$ cat src/rtl/pp_interleave_buffer_ctrl_pkg.sv
//============================================================================
// Module      : pp_buffer_pkg
// Description : Shared types and helpers for the ping-pong interleave buffer
//               controller: top-level state encoding, bank-select encoding
//               and block-length / bank-mask helpers.
// Revision    : 1.0 - initial release
//============================================================================
`timescale 1ns/1ps
`default_nettype none

package pp_buffer_pkg;

    // Top-level controller state
    typedef enum logic [0:0] {
        CLEAR = 1'b0,
        RUN   = 1'b1
    } top_state_t;

    // Bank selector for the two external DPR banks
    typedef enum logic [0:0] {
        BANK_A = 1'b0,
        BANK_B = 1'b1
    } bank_t;

    localparam int DEF_ROWS      = 12;
    localparam int DEF_COLS      = 16;
    localparam int DEF_BLOCK_LEN = DEF_ROWS * DEF_COLS;

    function automatic int block_len(input int rows, input int cols);
        return rows * cols;
    endfunction

    // One-hot position of a bank inside the 2-bit full-flag vector
    function automatic logic [1:0] bank_mask(input bank_t b);
        return (b == BANK_A) ? 2'b01 : 2'b10;
    endfunction

    function automatic bank_t other_bank(input bank_t b);
        return (b == BANK_A) ? BANK_B : BANK_A;
    endfunction

endpackage

`default_nettype wire

$ cat src/rtl/pp_interleave_buffer_ctrl_if.sv
//============================================================================
// Module      : pp_interleave_buffer_ctrl_if
// Description : Bundle of the buffer controller's handshake and bank signals.
//               Ports:
//                 in_valid/in_ready/in_data : input stream handshake
//                 transpose                 : read-order select (per block)
//                 out_valid/out_ready/out_data/out_last : output stream
//                 wren_A/wren_B/wraddr/wrdata : bank write port
//                 rden_A/rden_B/rdaddr        : bank read port
//                 q_A/q_B                     : bank read data (1-cycle)
//               master = environment side, slave = controller side.
// Revision    : 1.0 - initial release
//============================================================================
`timescale 1ns/1ps
`default_nettype none

interface pp_interleave_buffer_ctrl_if #(
    parameter int DATA_W = 1,
    parameter int ADDR_W = 8
);
    logic              in_valid;
    logic              in_ready;
    logic [DATA_W-1:0] in_data;
    logic              transpose;
    logic              out_valid;
    logic              out_ready;
    logic [DATA_W-1:0] out_data;
    logic              out_last;
    logic              wren_A;
    logic              wren_B;
    logic [ADDR_W-1:0] wraddr;
    logic [DATA_W-1:0] wrdata;
    logic              rden_A;
    logic              rden_B;
    logic [ADDR_W-1:0] rdaddr;
    logic [DATA_W-1:0] q_A;
    logic [DATA_W-1:0] q_B;

    modport master (
        output in_valid, in_data, transpose, out_ready, q_A, q_B,
        input  in_ready, out_valid, out_data, out_last,
               wren_A, wren_B, wraddr, wrdata, rden_A, rden_B, rdaddr
    );

    modport slave (
        input  in_valid, in_data, transpose, out_ready, q_A, q_B,
        output in_ready, out_valid, out_data, out_last,
               wren_A, wren_B, wraddr, wrdata, rden_A, rden_B, rdaddr
    );

endinterface

`default_nettype wire

$ cat src/rtl/pp_interleave_buffer_ctrl_rd_addr_gen.sv
//============================================================================
// Module      : pp_rd_addr_gen
// Description : Read address generator for one block. Linear mode emits
//               0..BLOCK_LEN-1; transpose mode emits r*COLS + c with the row
//               index running fastest, built from an accumulator (+COLS per
//               step, reload c+1 on row wrap) instead of a multiplier.
//               Ports:
//                 clk, reset  : clock, async active-high reset
//                 i_start     : restart at word 0 of a new block
//                 i_step      : advance to the next word (a read is issued)
//                 i_transpose : read-order request, latched at word 0
//                 o_addr      : address of the current word
//                 o_last      : current word is the final word of the block
// Revision    : 1.0 - initial release
//============================================================================
`timescale 1ns/1ps
`default_nettype none

module pp_rd_addr_gen #(
    parameter int ROWS   = 12,
    parameter int COLS   = 16,
    parameter int ADDR_W = $clog2(ROWS * COLS)
) (
    input  wire logic              clk,
    input  wire logic              reset,
    input  wire logic              i_start,
    input  wire logic              i_step,
    input  wire logic              i_transpose,
    output logic      [ADDR_W-1:0] o_addr,
    output logic                   o_last
);

    localparam int ROW_W = (ROWS > 1) ? $clog2(ROWS) : 1;
    localparam int COL_W = (COLS > 1) ? $clog2(COLS) : 1;

    localparam logic [ADDR_W-1:0] c_LAST_IDX = ADDR_W'(ROWS * COLS - 1);
    localparam logic [ADDR_W-1:0] c_COL_STEP = ADDR_W'(COLS);
    localparam logic [ROW_W-1:0]  c_LAST_ROW = ROW_W'(ROWS - 1);

    logic [ADDR_W-1:0] r_idx;
    logic [ROW_W-1:0]  r_row;
    logic [COL_W-1:0]  r_col;
    logic [ADDR_W-1:0] r_acc;
    logic              r_mode;

    logic w_first;
    logic w_mode;

    // Mode is taken live on word 0 and held from then on for the block.
    // Word 0 is address 0 in either mode, so the output is unaffected.
    assign w_first = (r_idx == '0);
    assign w_mode  = w_first ? i_transpose : r_mode;
    assign o_addr  = w_mode ? r_acc : r_idx;
    assign o_last  = (r_idx == c_LAST_IDX);

    always_ff @(posedge clk or posedge reset) begin
        if (reset) begin
            r_idx  <= '0;
            r_row  <= '0;
            r_col  <= '0;
            r_acc  <= '0;
            r_mode <= 1'b0;
        end else if (i_start) begin
            r_idx  <= '0;
            r_row  <= '0;
            r_col  <= '0;
            r_acc  <= '0;
            r_mode <= 1'b0;
        end else if (i_step) begin
            r_mode <= w_mode;
            if (o_last) begin
                r_idx <= '0;
                r_row <= '0;
                r_col <= '0;
                r_acc <= '0;
            end else begin
                r_idx <= r_idx + ADDR_W'(1);
                // Row/column counters advance in both modes; only the
                // accumulator output is selected in transpose mode.
                if (r_row == c_LAST_ROW) begin
                    r_row <= '0;
                    r_col <= r_col + COL_W'(1);
                    r_acc <= ADDR_W'(r_col) + ADDR_W'(1);
                end else begin
                    r_row <= r_row + ROW_W'(1);
                    r_acc <= r_acc + c_COL_STEP;
                end
            end
        end
    end

endmodule

`default_nettype wire

$ cat src/rtl/pp_interleave_buffer_ctrl.sv
//============================================================================
// Module      : pp_interleave_buffer_ctrl
// Description : Ping-pong buffer controller for two external single-clock
//               DPR banks. After reset both banks are zero-filled (CLEAR),
//               then one bank is filled from the input stream while the
//               other is drained to the output stream, in linear or
//               row/column-transposed order selected per block.
//               Ports:
//                 clk   : clock, rising edge
//                 reset : asynchronous, active-high
//                 bus   : slave modport of pp_interleave_buffer_ctrl_if
// Revision    : 1.0 - initial release
//============================================================================
`timescale 1ns/1ps
`default_nettype none

module pp_interleave_buffer_ctrl
    import pp_buffer_pkg::*;
#(
    parameter int ROWS   = DEF_ROWS,
    parameter int COLS   = DEF_COLS,
    parameter int DATA_W = 1,
    parameter int ADDR_W = $clog2(ROWS * COLS)
) (
    input  wire logic                  clk,
    input  wire logic                  reset,
    pp_interleave_buffer_ctrl_if.slave bus
);

    localparam int                c_BLOCK_LEN = block_len(ROWS, COLS);
    localparam logic [ADDR_W-1:0] c_LAST_ADDR = ADDR_W'(c_BLOCK_LEN - 1);

    top_state_t        r_state;
    top_state_t        w_state_nxt;
    logic [ADDR_W-1:0] r_wr_cnt;
    bank_t             r_wr_sel;
    bank_t             r_rd_sel;
    bank_t             r_q_sel;
    logic [1:0]        r_full;
    logic              r_out_valid;
    logic              r_out_last;

    logic              w_clearing;
    logic              w_in_ready;
    logic              w_wr_acc;
    logic              w_issue;
    logic [1:0]        w_full_set;
    logic [1:0]        w_full_clr;
    logic [ADDR_W-1:0] w_rd_addr;
    logic              w_rd_last;

    //------------------------------------------------------------------
    // Read address generator
    //------------------------------------------------------------------
    pp_rd_addr_gen #(
        .ROWS   (ROWS),
        .COLS   (COLS),
        .ADDR_W (ADDR_W)
    ) u_rd_addr_gen (
        .clk         (clk),
        .reset       (reset),
        .i_start     (r_state == CLEAR),
        .i_step      (w_issue),
        .i_transpose (bus.transpose),
        .o_addr      (w_rd_addr),
        .o_last      (w_rd_last)
    );

    //------------------------------------------------------------------
    // FSM state register
    //------------------------------------------------------------------
    always_ff @(posedge clk or posedge reset) begin
        if (reset) begin
            r_state <= CLEAR;
        end else begin
            r_state <= w_state_nxt;
        end
    end

    //------------------------------------------------------------------
    // Next state, handshakes and full-flag updates
    //------------------------------------------------------------------
    always_comb begin
        w_state_nxt = r_state;
        w_clearing  = 1'b0;
        w_in_ready  = 1'b0;
        w_wr_acc    = 1'b0;
        w_issue     = 1'b0;
        w_full_set  = 2'b00;
        w_full_clr  = 2'b00;
        case (r_state)
            CLEAR: begin
                // Gated by reset so the bank enables drop the moment
                // reset is asserted, not at the next edge.
                w_clearing = !reset;
                if (r_wr_cnt == c_LAST_ADDR) begin
                    w_state_nxt = RUN;
                end
            end
            RUN: begin
                w_in_ready = ~|(r_full & bank_mask(r_wr_sel));
                w_wr_acc   = w_in_ready && bus.in_valid;
                w_issue    = (|(r_full & bank_mask(r_rd_sel))) &&
                             (!r_out_valid || bus.out_ready);
                if (w_wr_acc && (r_wr_cnt == c_LAST_ADDR)) begin
                    w_full_set = bank_mask(r_wr_sel);
                end
                if (w_issue && w_rd_last) begin
                    w_full_clr = bank_mask(r_rd_sel);
                end
            end
            default: begin
                w_state_nxt = CLEAR;
            end
        endcase
    end

    //------------------------------------------------------------------
    // Writer, reader bank selects, full flags and output register
    //------------------------------------------------------------------
    always_ff @(posedge clk or posedge reset) begin
        if (reset) begin
            r_wr_cnt    <= '0;
            r_wr_sel    <= BANK_A;
            r_rd_sel    <= BANK_A;
            r_q_sel     <= BANK_A;
            r_full      <= 2'b00;
            r_out_valid <= 1'b0;
            r_out_last  <= 1'b0;
        end else begin
            // The write counter doubles as the CLEAR address; it wraps to 0
            // exactly as CLEAR hands over to RUN.
            if ((r_state == CLEAR) || w_wr_acc) begin
                r_wr_cnt <= (r_wr_cnt == c_LAST_ADDR) ? '0 : r_wr_cnt + ADDR_W'(1);
            end
            if (w_wr_acc && (r_wr_cnt == c_LAST_ADDR)) begin
                r_wr_sel <= other_bank(r_wr_sel);
            end
            if (w_issue && w_rd_last) begin
                r_rd_sel <= other_bank(r_rd_sel);
            end
            // Set and clear never target the same bank in one cycle.
            r_full <= (r_full | w_full_set) & ~w_full_clr;

            if (w_issue) begin
                r_out_valid <= 1'b1;
                r_out_last  <= w_rd_last;
                r_q_sel     <= r_rd_sel;
            end else if (bus.out_ready) begin
                r_out_valid <= 1'b0;
                r_out_last  <= 1'b0;
            end
        end
    end

    //------------------------------------------------------------------
    // Bank and stream outputs
    //------------------------------------------------------------------
    assign bus.in_ready  = w_in_ready;
    assign bus.wren_A    = w_clearing || (w_wr_acc && (r_wr_sel == BANK_A));
    assign bus.wren_B    = w_clearing || (w_wr_acc && (r_wr_sel == BANK_B));
    assign bus.wraddr    = r_wr_cnt;
    assign bus.wrdata    = (r_state == CLEAR) ? '0 : bus.in_data;
    assign bus.rden_A    = w_issue && (r_rd_sel == BANK_A);
    assign bus.rden_B    = w_issue && (r_rd_sel == BANK_B);
    assign bus.rdaddr    = w_rd_addr;
    // Banks hold q while not read, so out_data is stable during a stall.
    assign bus.out_data  = (r_q_sel == BANK_A) ? bus.q_A : bus.q_B;
    assign bus.out_valid = r_out_valid;
    assign bus.out_last  = r_out_last;

endmodule

`default_nettype wire

$ cat src/flat_wrapper.sv
// flat-port wrapper written by rule: the top's interface ports become plain ports
module pp_interleave_buffer_ctrl_flat import pp_buffer_pkg::*;
#(
    parameter int ROWS   = DEF_ROWS,
    parameter int COLS   = DEF_COLS,
    parameter int DATA_W = 1,
    parameter int ADDR_W = $clog2(ROWS * COLS)
)
  (clk, reset, bus_in_valid, bus_in_data, bus_transpose, bus_out_ready, bus_q_A, bus_q_B, bus_in_ready, bus_out_valid, bus_out_data, bus_out_last, bus_wren_A, bus_wren_B, bus_wraddr, bus_wrdata, bus_rden_A, bus_rden_B, bus_rdaddr);
  pp_interleave_buffer_ctrl_if #(.DATA_W(DATA_W), .ADDR_W(ADDR_W)) bus_i ();
  input  wire logic clk;
  input  wire logic reset;
  input wire logic [$bits(bus_i.in_valid)-1:0] bus_in_valid;
  input wire logic [$bits(bus_i.in_data)-1:0] bus_in_data;
  input wire logic [$bits(bus_i.transpose)-1:0] bus_transpose;
  input wire logic [$bits(bus_i.out_ready)-1:0] bus_out_ready;
  input wire logic [$bits(bus_i.q_A)-1:0] bus_q_A;
  input wire logic [$bits(bus_i.q_B)-1:0] bus_q_B;
  output wire logic [$bits(bus_i.in_ready)-1:0] bus_in_ready;
  output wire logic [$bits(bus_i.out_valid)-1:0] bus_out_valid;
  output wire logic [$bits(bus_i.out_data)-1:0] bus_out_data;
  output wire logic [$bits(bus_i.out_last)-1:0] bus_out_last;
  output wire logic [$bits(bus_i.wren_A)-1:0] bus_wren_A;
  output wire logic [$bits(bus_i.wren_B)-1:0] bus_wren_B;
  output wire logic [$bits(bus_i.wraddr)-1:0] bus_wraddr;
  output wire logic [$bits(bus_i.wrdata)-1:0] bus_wrdata;
  output wire logic [$bits(bus_i.rden_A)-1:0] bus_rden_A;
  output wire logic [$bits(bus_i.rden_B)-1:0] bus_rden_B;
  output wire logic [$bits(bus_i.rdaddr)-1:0] bus_rdaddr;
  assign bus_i.in_valid = bus_in_valid;
  assign bus_i.in_data = bus_in_data;
  assign bus_i.transpose = bus_transpose;
  assign bus_i.out_ready = bus_out_ready;
  assign bus_i.q_A = bus_q_A;
  assign bus_i.q_B = bus_q_B;
  assign bus_in_ready = bus_i.in_ready;
  assign bus_out_valid = bus_i.out_valid;
  assign bus_out_data = bus_i.out_data;
  assign bus_out_last = bus_i.out_last;
  assign bus_wren_A = bus_i.wren_A;
  assign bus_wren_B = bus_i.wren_B;
  assign bus_wraddr = bus_i.wraddr;
  assign bus_wrdata = bus_i.wrdata;
  assign bus_rden_A = bus_i.rden_A;
  assign bus_rden_B = bus_i.rden_B;
  assign bus_rdaddr = bus_i.rdaddr;
  pp_interleave_buffer_ctrl #(.ROWS(ROWS), .COLS(COLS), .DATA_W(DATA_W), .ADDR_W(ADDR_W)) u_core (.clk(clk), .reset(reset), .bus(bus_i));
endmodule
$ cat config.mk
export PLATFORM = sky130hd
export DESIGN_NAME = pp_interleave_buffer_ctrl_flat
export DESIGN_NICKNAME = d
export VERILOG_FILES = /design/src/rtl/pp_interleave_buffer_ctrl_pkg.sv /design/src/rtl/pp_interleave_buffer_ctrl_if.sv /design/src/rtl/pp_interleave_buffer_ctrl_rd_addr_gen.sv /design/src/rtl/pp_interleave_buffer_ctrl.sv /design/src/flat_wrapper.sv
export SDC_FILE = /design/constraint.sdc
export NUM_CORES = 1
export LEC_CHECK = 0
export ABC_AREA = 0
export CORE_MARGIN = 2
export CORE_UTILIZATION = 59
export DETAILED_ROUTE_END_ITERATION = 8
export MAX_ROUTING_LAYER = met4
export PLACE_DENSITY_LB_ADDON = 0.25
export SYNTH_ARGS = -nofsm -noshare
export SYNTH_HDL_FRONTEND = slang
export SYNTH_SLANG_ARGS = --single-unit
$ cat constraint.sdc
create_clock -name clk -period 3.9 [get_ports clk]
set_input_delay 0.78 -clock clk [delete_from_list [all_inputs] [get_ports clk]]
set_output_delay 0.78 -clock clk [all_outputs]
set_load 0.01 [all_outputs]
==> results of run 1 <==
worst max path at each step:
stage                                              startpoint            end  slack, ns  cells past startpoint
global route                         u_core.r_state$_DFF_PP0_     bus_wren_A       0.38                      3
finish              u_core.u_rd_addr_gen.r_idx[2]$_DFFE_PP0P_  bus_rdaddr[7]       0.55                      5
global placement                                bus_out_ready     bus_rden_B       0.65                      5
CTS                 u_core.u_rd_addr_gen.r_idx[2]$_DFFE_PP0P_  bus_rdaddr[1]       0.54                      5
floorplan           u_core.u_rd_addr_gen.r_idx[2]$_DFFE_PP0P_  bus_rdaddr[0]       1.50                      5
detailed placement                              bus_transpose  bus_rdaddr[1]       0.62                      4
logic make-up (layout without fill, tap and decap cells):
logic type,Yosys count,count (layout),synth area share
and+or+nand+nor,95,95,0.224
AOI/OAI and AO/OA,50,50,0.153
DFF,41,41,0.435
muxes,19,19,0.0882
buffers and inverters,17,52,0.0340
xor gates and xnor gates,8,8,0.0329
adders and majority gates,6,6,0.0319
metal layers:
metal  part of all wire  wire length (um)
met2               0.50              2620
met1               0.45              2380
met3              0.044               234
met4              0.010                55
met5                  0                 0
worst register-to-register path, cell delays in order (launching register included):
cell	delay [ns]
dfrtp_1	0.97
nand3_2	0.40
nor2_1	0.51
mux2_2	0.25
registers in the layout, summed over array words and instances, names as in the netlist:
signal,count
u_core.r_state,1
u_core.bus.wraddr,8
u_core.bus.out_last,1
u_core.u_rd_addr_gen.r_idx,8
u_core.bus.out_valid,1
u_core.u_rd_addr_gen.r_mode,1
u_core.u_rd_addr_gen.r_row,4
u_core.u_rd_addr_gen.r_acc,8
u_core.r_full,2
u_core.r_wr_sel,1
u_core.u_rd_addr_gen.r_col,4
u_core.r_q_sel,1
u_core.r_rd_sel,1
final cells by class:
cell class / instances / area [um2] / area share
multi-input cells: 178 / 1250 / 0.448
clock inverters: 2 / 10.0 / 0.00359
well taps: 48 / 60.1 / 0.0215
flip-flops and latches: 41 / 1030 / 0.368
repair buffers: 34 / 335 / 0.120
clock buffers: 6 / 72.6 / 0.0260
inverters: 10 / 37.5 / 0.0134
Yosys cell counts, types with 2 or more instances:
| library cell | instances | share of area |
|---|---|---|
| o22ai_1 | 5 | 0.013 |
| ha_1 | 6 | 0.032 |
| a21oi_1 | 7 | 0.015 |
| a22oi_1 | 2 | 0.0064 |
| mux2i_1 | 5 | 0.021 |
| nand2b_1 | 3 | 0.0080 |
| nand3_2 | 2 | 0.0085 |
| nand3_1 | 11 | 0.023 |
| o21ai_1 | 2 | 0.0042 |
| clkbuf_1 | 3 | 0.0048 |
| and3_1 | 2 | 0.0053 |
| mux2_1 | 7 | 0.033 |
| nor2_1 | 11 | 0.018 |
| a211oi_1 | 2 | 0.0064 |
| a21o_1 | 3 | 0.0096 |
| dfrtp_1 | 41 | 0.44 |
| nor3_1 | 7 | 0.015 |
| buf_6 | 2 | 0.0096 |
| nor4_1 | 3 | 0.0080 |
| a22o_1 | 5 | 0.019 |
| nand3b_1 | 2 | 0.0064 |
| o21ai_0 | 7 | 0.015 |
| inv_1 | 10 | 0.016 |
| nand4_1 | 5 | 0.013 |
| nand2_1 | 33 | 0.053 |
| o31a_1 | 2 | 0.0074 |
| or3_1 | 2 | 0.0053 |
| o32ai_1 | 5 | 0.019 |
| mux2_2 | 7 | 0.033 |
| xnor2_1 | 6 | 0.022 |
report_power, final:
part,internal (mW),switching (mW)
sequential,0.425,0
clock,0.124,0.143
combinational,0.0118,0.0140
total,0.561,0.157
stage by stage:
step / area, um2 / hold slack, ns
2_1_floorplan: 2360 / 0.459
3_3_place_gp: 2710 / 0.474
3_5_place_dp: 2710 / 0.505
4_1_cts: 2790 / 0.523
5_1_grt: 2790 / 0.545
6_report: 2790 / 0.523
cell usage in the layout, fill, tap and decap left out, types with 3 or more instances in the layout:
cell and instances:
clkdlybuf4s50_1 32, a21oi_1 7, a22o_1 5, xnor2_1 6, nand3_1 11, nor3_1 7
nand2_1 33, nand2b_1 3, nor4_1 3, clkbuf_8 5, o21ai_0 7, mux2_2 7
dfrtp_1 41, mux2i_1 5, nor2_1 11, mux2_1 7, o22ai_1 5, nand4_1 5
ha_1 6, a21o_1 3, inv_1 10, o32ai_1 5
==> flow_summary_export.csv, run 1 <==
group,metric,value,unit
run_status,outcome,"completed",
timing,fmax,299,MHz
routing,ant_nets,0,
placement,dp_hpwl,3.85,mm
worst_setup_path,cp_slowest_cell,"dfrtp_1",
worst_setup_path,reg2reg_to,"u_core.u_rd_addr_gen.r_idx[0]$_DFFE_PP0P_",
yosys,synth-main-ff-cell,"dfrtp_1",
routing,drc,0,
clocking,clock_latency,0.29,ns
global_routing,grtUsageMet2,0.439,
worst_setup_path,cp_num_buf_inv,1,
worst_setup_path,cp.required,3.12,ns
placement,dp_slack,0.624,ns
clocking,htree_levels,2,
worst_setup_path,cp_common_cell,"mux2_1",
timing,min_period,3.35,ns
routing,wl_per_cell,16.6,um
clocking,clkSinkCount,41,
worst_hold_path,hold_path.class,"reg -> reg",
worst_hold_path,whs_endpoint,"u_core.bus.out_last$_DFFE_PP0P_",
global_routing,use_met1,0.384,
worst_setup_path,critPathCaptureType,"primary output",
finish,utilization,0.746,
routing,vias,1953,
finish,area_growth,18.5,%
worst_setup_path,reg2reg_slack,1.72,ns
power,power.density,257,nW/um2
timing,maxSlewViolCount,0,
power,power.leakage,1.17,nW
clocking,postCtsSetupBuffers,0,
worst_setup_path,max_stage_delay,0.50,ns
floorplanning,die_w,67.2,um
routing,viasPerCell,6.12,
global_routing,busiest_layer,"met2",
power,totalPowerFinal,717,uW
clocking,cts_tree,"yes",
placement,placed_cells,311,
clocking,cts-root-buf,"clkbuf_8",
timing,fin_ws,0.551,ns
floorplanning,dieArea,4510,um2
yosys,synth.ff_latch_count,41,
worst_setup_path,cp_cell_sequence,"nor4_1 -> nand3_1 -> mux2_1 -> mux2_1 -> clkdlybuf4s50_1",
timing,worstMarginPinSlew,0.951,ns
yosys,synth.distinct_cells,58,
timing,setup_viol,0,
floorplanning,fp.coreArea,3740,um2
timing,slew_headroom,0.366,
worst_setup_path,startpoint_type,"flop",
routing,totalWireLength,5.29,mm
worst_setup_path,crit_type,"reg -> out",
clocking,clk_pin_slew_worst_paths,0.07,ns
worst_hold_path,min_from,"u_core.bus.out_last$_DFFE_PP0P_",
yosys,yosysSeqAreaShare,0.435,
finish,drive_gt1_frac,0.107,
worst_setup_path,r2r_cells,3,
floorplanning,rows,22,
worst_hold_path,hold_depth,1,
global_routing,grt-ovfl-total,0,
finish,num_antenna_cells,0,
global_routing,grt_use_total,0.286,
routing,drtIter0Drc,160,
yosys,synth_edf_count,0,
yosys,synth_fp_nets,250,
yosys,yosysWarnings,0,
worst_setup_path,cp_top_family,"multiplexers",
timing,clock_skew,0.00993,ns
yosys,syn_inst,236,
power,ir_drop,249,uV
floorplanning,die_h,67.2,um
worst_setup_path,cp.arrival,2.57,ns
placement,place_congestion,0.820,
yosys,async_flop_share,1.00,
routing,drt_pre_antenna_iters,4,
timing,rsz0062_at_grt,"false",
timing,period_share,0.859,
timing,hold_viol_final,0,
timing,setup_tns,0,ns
yosys,netlist_area,2360,um2
floorplanning,ioPinCount,33,
global_routing,grt_pass1_wl,9.40,mm
global_routing,grt_start_max_net_pins,31,
finish,nets,284,
yosys,syn_area_per_cell,9.98,um2
clocking,cts_buffers,5,
global_routing,antenna_found_initial,0,
worst_setup_path,worstPathMaxFanout,9,
clocking,cts_resized,0,
floorplanning,initial_core_util,0.629,
worst_setup_path,reg2reg_from,"u_core.r_state$_DFF_PP0_",
finish,fill_cells,286,
global_routing,grt_pass1_vias,1944,
run,maxCapViolCount,0,
clocking,cts_buffer_depth,2,
finish,fin_cells,319,
placement,port_buffers,32,
clocking,holdBufCountCts,0,
global_routing,grtUsageMet3,0.0617,
No activity file was read; power rests on OpenSTA's default activity.
==> run 2: changes to the inputs <==
- SKIP_CTS_REPAIR_TIMING: unset -> 1
==> results of run 2 <==
Final layout, timing and power as in run 1 (identical DEF).
